File: config.mk
export PLATFORM = sky130hd
export DESIGN_NAME = cdb_arbiter
export DESIGN_NICKNAME = d
export VERILOG_FILES = /design/src/rtl/cdb_arbiter_pkg.sv /design/src/rtl/cdb_arbiter_rr_arbiter.sv /design/src/rtl/cdb_arbiter.sv
export SDC_FILE = /design/constraint.sdc
export NUM_CORES = 1
export LEC_CHECK = 0
export CORE_MARGIN = 2
export CORE_UTILIZATION = 45
export DETAILED_ROUTE_END_ITERATION = 10
export GPL_TIMING_DRIVEN = 0
export PLACE_DENSITY = 0.86
export SETUP_SLACK_MARGIN = 0.4
export SLEW_MARGIN = 20
export SYNTH_ARGS = -nofsm -noshare
export SYNTH_HDL_FRONTEND = slang
export SYNTH_SLANG_ARGS = --single-unit
File: constraint.sdc
create_clock -name clock -period 5.8 [get_ports clock]
set_clock_uncertainty 0.05 [all_clocks]
set_input_delay 1.16 -clock clock [delete_from_list [all_inputs] [get_ports clock]]
set_output_delay 1.16 -clock clock [all_outputs]
set_load 0.1 [all_outputs]
File: src/rtl/cdb_arbiter_pkg.sv
// Shared widths, opcode constants and payload record for the CDB producer side.
package cdb_arbiter_pkg;
  localparam int N_SRC  = 3;
  localparam int DATA_W = 16;
  localparam int TAG_W  = 3;
  localparam int OP_W   = 4;
  localparam int DEST_W = 4;
  localparam int SRC_W  = 2;
  localparam int CNT_W  = 16;

  localparam logic [OP_W-1:0] OP_ADD = 4'b0000;
  localparam logic [OP_W-1:0] OP_SUB = 4'b0001;
  localparam logic [OP_W-1:0] OP_SD  = 4'b0010;
  localparam logic [OP_W-1:0] OP_LD  = 4'b0011;

  typedef struct packed {
    logic [OP_W-1:0]   op;
    logic [DEST_W-1:0] dest;
    logic [TAG_W-1:0]  tag;
    logic [DATA_W-1:0] data;
  } payload_t;
endpackage

File: src/rtl/cdb_arbiter_rr_arbiter.sv
// Round-robin arbiter: searches from the pointer upward with wrap, owns the pointer.
module rr_arbiter
  import cdb_arbiter_pkg::*;
#(
  parameter int N     = N_SRC,
  parameter int IDX_W = SRC_W
) (
  input  logic             clock,
  input  logic             reset,
  input  logic             en,
  input  logic [N-1:0]     req,
  output logic [N-1:0]     gnt,
  output logic [IDX_W-1:0] idx
);
  logic [IDX_W-1:0] ptr_reg, ptr_next;
  logic [IDX_W:0]   cand;
  logic             found;
  logic             grant;

  always_comb begin
    idx   = '0;
    found = 1'b0;
    cand  = '0;
    for (int k = 0; k < N; k++) begin
      cand = {1'b0, ptr_reg} + (IDX_W+1)'(k);
      if (cand >= (IDX_W+1)'(N))
        cand = cand - (IDX_W+1)'(N);
      if (!found && req[cand[IDX_W-1:0]]) begin
        found = 1'b1;
        idx   = cand[IDX_W-1:0];
      end
    end
  end

  assign grant = en && found && !reset;

  always_comb begin
    gnt = '0;
    if (grant)
      gnt[idx] = 1'b1;
  end

  // Pointer moves just past the winner so the winner becomes lowest priority next time.
  always_comb begin
    ptr_next = ptr_reg;
    if (grant)
      ptr_next = (idx == IDX_W'(N-1)) ? '0 : idx + 1'b1;
  end

  always_ff @(posedge clock) begin
    if (reset)
      ptr_reg <= '0;
    else
      ptr_reg <= ptr_next;
  end
endmodule

File: src/rtl/cdb_arbiter.sv
// CDB producer: round-robin pick among FU results, one registered broadcast entry with back-pressure.
module cdb_arbiter
  import cdb_arbiter_pkg::*;
(
  input  logic                    clock,
  input  logic                    reset,
  input  logic [N_SRC-1:0]        src_req,
  input  logic [N_SRC*OP_W-1:0]   src_op,
  input  logic [N_SRC*DEST_W-1:0] src_dest,
  input  logic [N_SRC*TAG_W-1:0]  src_tag,
  input  logic [N_SRC*DATA_W-1:0] src_data,
  output logic [N_SRC-1:0]        src_gnt,
  output logic                    cdb_valid,
  input  logic                    cdb_ready,
  output logic [OP_W-1:0]         cdb_op,
  output logic [DEST_W-1:0]       cdb_dest,
  output logic [TAG_W-1:0]        cdb_tag,
  output logic [DATA_W-1:0]       cdb_data,
  output logic [SRC_W-1:0]        cdb_src,
  output logic [CNT_W-1:0]        cdb_count
);
  logic             valid_reg;
  payload_t         entry_reg;
  logic [SRC_W-1:0] src_reg;
  logic [CNT_W-1:0] count_reg;
  logic             accept;
  logic             granted;
  logic             drain;
  logic [SRC_W-1:0] win_idx;
  payload_t         sel;

  // The entry can take a new result when empty or when it is draining this cycle.
  assign accept = !valid_reg || cdb_ready;
  assign drain  = valid_reg && cdb_ready;

  rr_arbiter #(.N(N_SRC), .IDX_W(SRC_W)) u_rr (
    .clock (clock),
    .reset (reset),
    .en    (accept),
    .req   (src_req),
    .gnt   (src_gnt),
    .idx   (win_idx)
  );

  assign granted = |src_gnt;

  always_comb begin
    sel.op   = src_op  [int'(win_idx)*OP_W   +: OP_W];
    sel.dest = src_dest[int'(win_idx)*DEST_W +: DEST_W];
    sel.tag  = src_tag [int'(win_idx)*TAG_W  +: TAG_W];
    sel.data = src_data[int'(win_idx)*DATA_W +: DATA_W];
  end

  always_ff @(posedge clock) begin
    if (reset) begin
      valid_reg <= 1'b0;
      entry_reg <= '0;
      src_reg   <= '0;
      count_reg <= '0;
    end else begin
      if (drain)
        count_reg <= count_reg + 1'b1;
      if (granted) begin
        valid_reg <= 1'b1;
        entry_reg <= sel;
        src_reg   <= win_idx;
      end else if (drain) begin
        valid_reg <= 1'b0;
      end
    end
  end

  assign cdb_valid = valid_reg;
  assign cdb_op    = entry_reg.op;
  assign cdb_dest  = entry_reg.dest;
  assign cdb_tag   = entry_reg.tag;
  assign cdb_data  = entry_reg.data;
  assign cdb_src   = src_reg;
  assign cdb_count = count_reg;
endmodule

==> results of run 1 <==
synth_stat cells (3+ instances only):
master	number	share of area [%]
dfxtp_1	48	32
a21oi_1	31	5.2
nor2b_1	27	5.7
a222oi_1	26	8.8
nor2_1	20	2.5
a211oi_2	19	8.0
xor2_1	10	3.0
buf_2	9	1.5
buf_6	9	3.4
nand2_1	8	1.0
a211oi_1	7	1.8
inv_1	7	0.89
clkbuf_1	6	0.76
nand3_1	6	1.0
ha_1	5	2.1
xnor2_1	4	1.2
and2_1	3	0.63
and2b_1	3	0.76
and4_1	3	0.89
nand4_1	3	0.63
or3_1	3	0.63
cell usage in the layout, fill, tap and decap left out, drive strengths merged, types with 2 or more instances in the layout:
master,instances
o21ai,4
o21a,2
a21oi,32
dfxtp,48
o2111ai,2
xor2,10
ha,5
nor2,21
clkdlybuf4s50,132
and2,3
nor2b,28
o211a,2
a222oi,26
xnor2,4
or3,4
nor3,2
a211oi,26
and2b,3
and4,3
mux2i,3
nand2b,3
nand4,3
buf,21
inv,8
o311ai,3
nand3,6
clkbuf,13
o32ai,2
nand2,10
critical path: stages:
cell and delay (ns):
clkdlybuf4s50_1 0.58, nand2_2 0.13, a21oi_4 0.30, nor2_1 0.11, a311oi_2 0.52, nand2b_1 0.15, nor2_1 0.12, dlygate4sd2_1 0.87
per-layer routing:
layer	wire length (um)	part of all wire [%]
met3	869	9.5
met2	4260	47
met1	3790	41
met5	0	0
met4	220	2.4
power breakdown:
group          internal, mW  leakage [nW]  total, mW  switching (mW)
Combinational         0.703          1.18       2.19            1.49
Sequential            0.434         0.393      0.495          0.0603
Clock                0.0977        0.0516      0.214           0.116
how the worst max path moves through the flow:
| stage | start | to | slack [ns] |
|---|---|---|---|
| floorplan | src_req[1] | src_gnt[1] | 0.54 |
| global placement | src_req[2] | src_gnt[2] | 0.1 |
| detailed placement | src_req[2] | src_gnt[2] | 0.06 |
| CTS | src_req[2] | src_gnt[2] | 0.34 |
| global route | src_req[1] | src_gnt[0] | 0.43 |
| finish | src_req[1] | src_gnt[0] | 0.64 |
through the flow:
stage,cell area (um^2),total power [mW],setup WS [ns],hold slack [ns],std cells
final,4500,2.90,0.644,0.431,526
after CTS,4500,2.91,0.343,0.436,526
after global placement,4410,2.66,0.0986,0.416,518
after detailed placement,4410,2.69,0.0617,0.424,518
after global routing,4500,3.05,0.434,0.455,526
after floorplan,2960,2.20,0.537,0.464,306
layout make-up:
type | instances | area share (%)
plain buffers | 27 | 4.17
clock buffers | 6 | 1.83
clock inverters | 2 | 0.306
inverters | 7 | 0.583
multi-input cells | 224 | 39.7
flip-flops and latches | 48 | 21.3
well taps | 77 | 2.14
repair buffers | 135 | 29.9
logic make-up after synthesis:
| group | after synthesis | synth area share, % |
|---|---|---|
| xor+xnor | 14 | 4.14 |
| flops | 48 | 32.4 |
| fa+ha+maj | 5 | 2.11 |
| buf+inv | 34 | 7.22 |
| mux | 4 | 2.36 |
| compound gates | 108 | 33.2 |
| simple gates | 93 | 18.6 |
==> flow_summary_export.csv, run 1 <==
group,metric,value,unit
status,outcome,"finished, final reports clean",
setup_path,critPathKind,"primary input to primary output",
setup_path,required,4.59,ns
clock_tree,cts_root_buf,"clkbuf_8",
global_routing,grt_first_pass_wirelength,14.5,mm
timing,tns,0,ns
clock_tree,cts_resized,2,
die,core.rowCount,29,
global_routing,grt-ovfl-total,0,
place,numPortBuffers,135,
timing,layout_min_cycle_time,5.16,ns
clock_tree,clk_latency,0.30,ns
global_routing,antenna_found_initial,0,
finish,fillers,500,
yosys,async_flop_share,0,%
clock_tree,cts-hold-fix-buffers,0,
drt,drtIter0Drc,220,
drt,dr.pass1.iters,7,
global_routing,grt-busiest-layer,"met2",
finish,insertedDiodeCount,0,
die,core,6350,um^2
setup_path,reg2reg_depth,11,
setup_path,cp_max_fo,6,
pwr,leakage,1.62,nW
setup_path,cp.arrival,3.95,ns
finish,syn_to_final_growth,52.0,%
yosys,synth_area_per_cell,9.68,um^2
timing,min_period_over_period,88.9,%
yosys,synth-main-ff-cell,"dfxtp_1",
finish,fin_nets,540,
clock_tree,cts_tree,"built",
worst_hold_path,holdPathStages,2,
die,num_io_pins,136,
yosys,synth.ff_latch_count,48,
place,place_hpwl,6.98,mm
setup_path,start_kind,"primary input",
worst_hold_path,hold_end,"cdb_op[2]$_SDFFE_PP0P_",
setup_path,r2r-start,"u_rr.ptr_reg[0]$_SDFFE_PP0P_",
pwr,irDropWorstVdd,0.000480,V
finish,final_util,70.9,%
yosys,synthCells,306,
timing,rsz0062_at_grt,"no",
global_routing,use_met3,7.20,%
run,maxCapViolCount,0,
finish,regArea,961,um^2
die,start_util,46.7,%
global_routing,use_met2,42.0,%
die,die_h,85.1,um
clock_tree,clk_pin_slew_worst_paths,0.08,ns
drt,routed_wl,9.13,mm
yosys,synth_cell_types,59,
setup_path,reg2reg_slack,2.90,ns
worst_hold_path,hold_start,"cdb_op[2]$_SDFFE_PP0P_",
setup_path,r2r_end,"cdb_dest[0]$_SDFFE_PP0P_",
timing,slew_viol_final,0,
yosys,synth_edf_count,0,
setup_path,end_kind,"primary output",
timing,relSlewSlack,32.3,%
global_routing,use_met1,28.5,%
clock_tree,cts_buffers,5,
global_routing,grt_use_total,24.4,%
die,fp.dieArea,7250,um^2
pwr,power_density,645,nW/um^2
timing,max_freq,194,MHz
clock_tree,cts_max_level,2,
drt,post-route-drc-count,0,
drt,antenna_left,0,
place,gp_congestion,0.901,
finish,drive_above_1_share,15.1,%
timing,worst_slew_pin_slew,1.01,ns
finish,multi_input_area,1790,um^2
timing,finalHoldViolations,0,
drt,vias_per_cell,5.83,
drt,num_vias,3064,
timing,final-setup-viol-count,0,
clock_tree,post_cts_buffers,0,
yosys,ys_seq_area_share,32.4,%
worst_hold_path,hold_path_class,"register to register",
global_routing,grt_max_degree,16,
yosys,yosysWarnings,0,
yosys,synth_area,2960,um^2
clock_tree,cts_buffer_depth,2,
clock_tree,cts_sinks,48,
yosys,synthesis.nets,398,
drt,wire_per_inst,17.4,um
global_routing,grt_pass1_vias,3113,
die,die_w,85.1,um
(Power assumes the default switching activity.)
==> run 2, diff against run 1 <==
CAP_MARGIN = 25   (was not set)
GPL_ROUTABILITY_DRIVEN = 0   (was not set)
==> run 2 against run 1 <==
Compared with the run above: final area is 0.92% higher; largest cell class unchanged; sequential power barely moved; critical path depth up 1.
==> flow_summary_export.csv, run 2 (synthesis gave the netlist of run 1 again) <==
group,metric,value,unit
finish,fin_nets,540,
clock_tree,cts_sinks,48,
clock_tree,clk_pin_slew_worst_paths,0.08,ns
die,core.rowCount,29,
drt,vias_per_cell,5.82,
timing,relSlewSlack,31.9,%
setup_path,end_kind,"primary output",
setup_path,critPathKind,"primary input to primary output",
setup_path,crit_family,"buffers and inverters",
setup_path,crit_top_cell,"nor2_1",
timing,min_period_over_period,89.8,%
drt,post-route-drc-count,0,
global_routing,antenna_found_initial,0,
global_routing,grt-ovfl-total,0,
finish,finalNonFillerCells,526,
finish,layout_commonest_cell,"clkdlybuf4s50_1",
place,numPortBuffers,135,
timing,holdWs,0.427,ns
finish,multi_input_area,1790,um^2
place,place_area,4410,um^2
finish,final_util,71.6,%
clock_tree,clk_latency,0.30,ns
clock_tree,cts_root_buf,"clkbuf_8",
timing,worst_slew_pin_slew,1.02,ns
timing,layout_setup_ws,0.591,ns
setup_path,start_kind,"primary input",
pwr,irDropWorstVdd,0.000503,V
timing,finalHoldViolations,0,
place,post-place-ws,0.0713,ns
finish,finalInstanceArea,4540,um^2
setup_path,reg2reg_depth,11,
die,die_w,85.1,um
pwr,leakage,1.64,nW
finish,regArea,961,um^2
pwr,power_density,655,nW/um^2
drt,wire_per_inst,17.4,um
finish,syn_to_final_growth,53.4,%
setup_path,critical_path_cell_count,9,
run,maxCapViolCount,0,
status,outcome,"finished, final reports clean",
timing,slew_viol_final,0,
timing,rsz0062_at_grt,"no",
worst_hold_path,holdPathStages,2,
setup_path,path_cells,"clkdlybuf4s50_1 -> mux2i_4 -> nor2_1 -> a21oi_1 -> buf_2 -> buf_4 -> clkbuf_1 -> nor2_1 -> dlygate4sd2_1",
setup_path,cp_max_fo,10,
clock_tree,cts_buffer_depth,2,
pwr,p_total,2.98,mW
drt,dr.pass1.iters,7,
drt,drtIter0Drc,248,
finish,drive_above_1_share,15.1,%
clock_tree,cts-hold-fix-buffers,0,
finish,layout_common_cells,"clkdlybuf4s50_1, dfxtp_1, a21oi_1, nor2b_1, a222oi_1",
timing,tns,0,ns
die,die_h,85.1,um
finish,fillers,482,
drt,num_vias,3059,
timing,final-setup-viol-count,0,
clock_tree,post_cts_buffers,0,
global_routing,grt_max_degree,17,
finish,insertedDiodeCount,0,
clock_tree,cts_max_level,2,
clock_tree,cts_tree,"built",
setup_path,cp.arrival,4.00,ns
die,core,6350,um^2
drt,routed_wl,9.16,mm
die,fp.dieArea,7250,um^2
setup_path,cp.buffers_inverters,5,
global_routing,grt_pass1_vias,3128,
timing,max_freq,192,MHz
place,post-place-cells,518,
global_routing,grt_first_pass_wirelength,14.7,mm
clock_tree,cts_resized,2,
timing,layout_min_cycle_time,5.21,ns
clock_tree,cts_buffers,5,
die,num_io_pins,136,
setup_path,slowest_stage,"dlygate4sd2_1",
worst_hold_path,hold_path_class,"register to register",
setup_path,required,4.59,ns
setup_path,slowest_delay,0.87,ns
drt,antenna_left,0,
place,place_hpwl,7.12,mm
global_routing,grt_use_total,24.8,%
die,start_util,46.7,%
## run 2: changes by cell type in the layout (fill, tap and decap cells not counted)
cell	delta
clkbuf_8	-1
clkinv_2	-1
bufinv_16	+2
## run 2: report_power, final
part           total [mW]  switching, mW  internal (mW)
Sequential          0.494         0.0594          0.434
Combinational        2.19           1.49          0.702
Clock               0.289          0.116          0.174
## run 2: per-layer routing
layer  vias to the layer above  track usage, %  part of all wire [%]
met2                       131            43.4                    47
li1                       1462               -                     -
met4                         0            6.49                   2.0
met1                      1445            29.5                    41
met3                        21            7.30                   9.9
met5                         -               0                     0
## run 2: area by class of cell
type | instances | share of cell area [%]
multi-input combinational | 224 | 39.3
timing repair buffer | 135 | 29.7
sequential | 48 | 21.1
buffer | 27 | 4.13
tap | 77 | 2.12
clock buffer | 5 | 1.51
clock inverter | 3 | 1.51
inverter | 7 | 0.578
## run 2: final timing paths
check	to	slack (ns)	startpoint
max reg2reg	cdb_dest[0]$_SDFFE_PP0P_	2.94	u_rr.ptr_reg[0]$_SDFFE_PP0P_
max	src_gnt[0]	0.59	src_req[0]
min	cdb_op[2]$_SDFFE_PP0P_	0.43	cdb_op[2]$_SDFFE_PP0P_
min reg2reg	cdb_op[2]$_SDFFE_PP0P_	0.43	cdb_op[2]$_SDFFE_PP0P_
## run 2: worst min-delay path: cells and delay by family (launching register included)
kind                   cells  cell delay, ns
flip-flops                 1            0.32
AO/OA/AOI/OAI              1            0.07
buffers and inverters      1            0.05
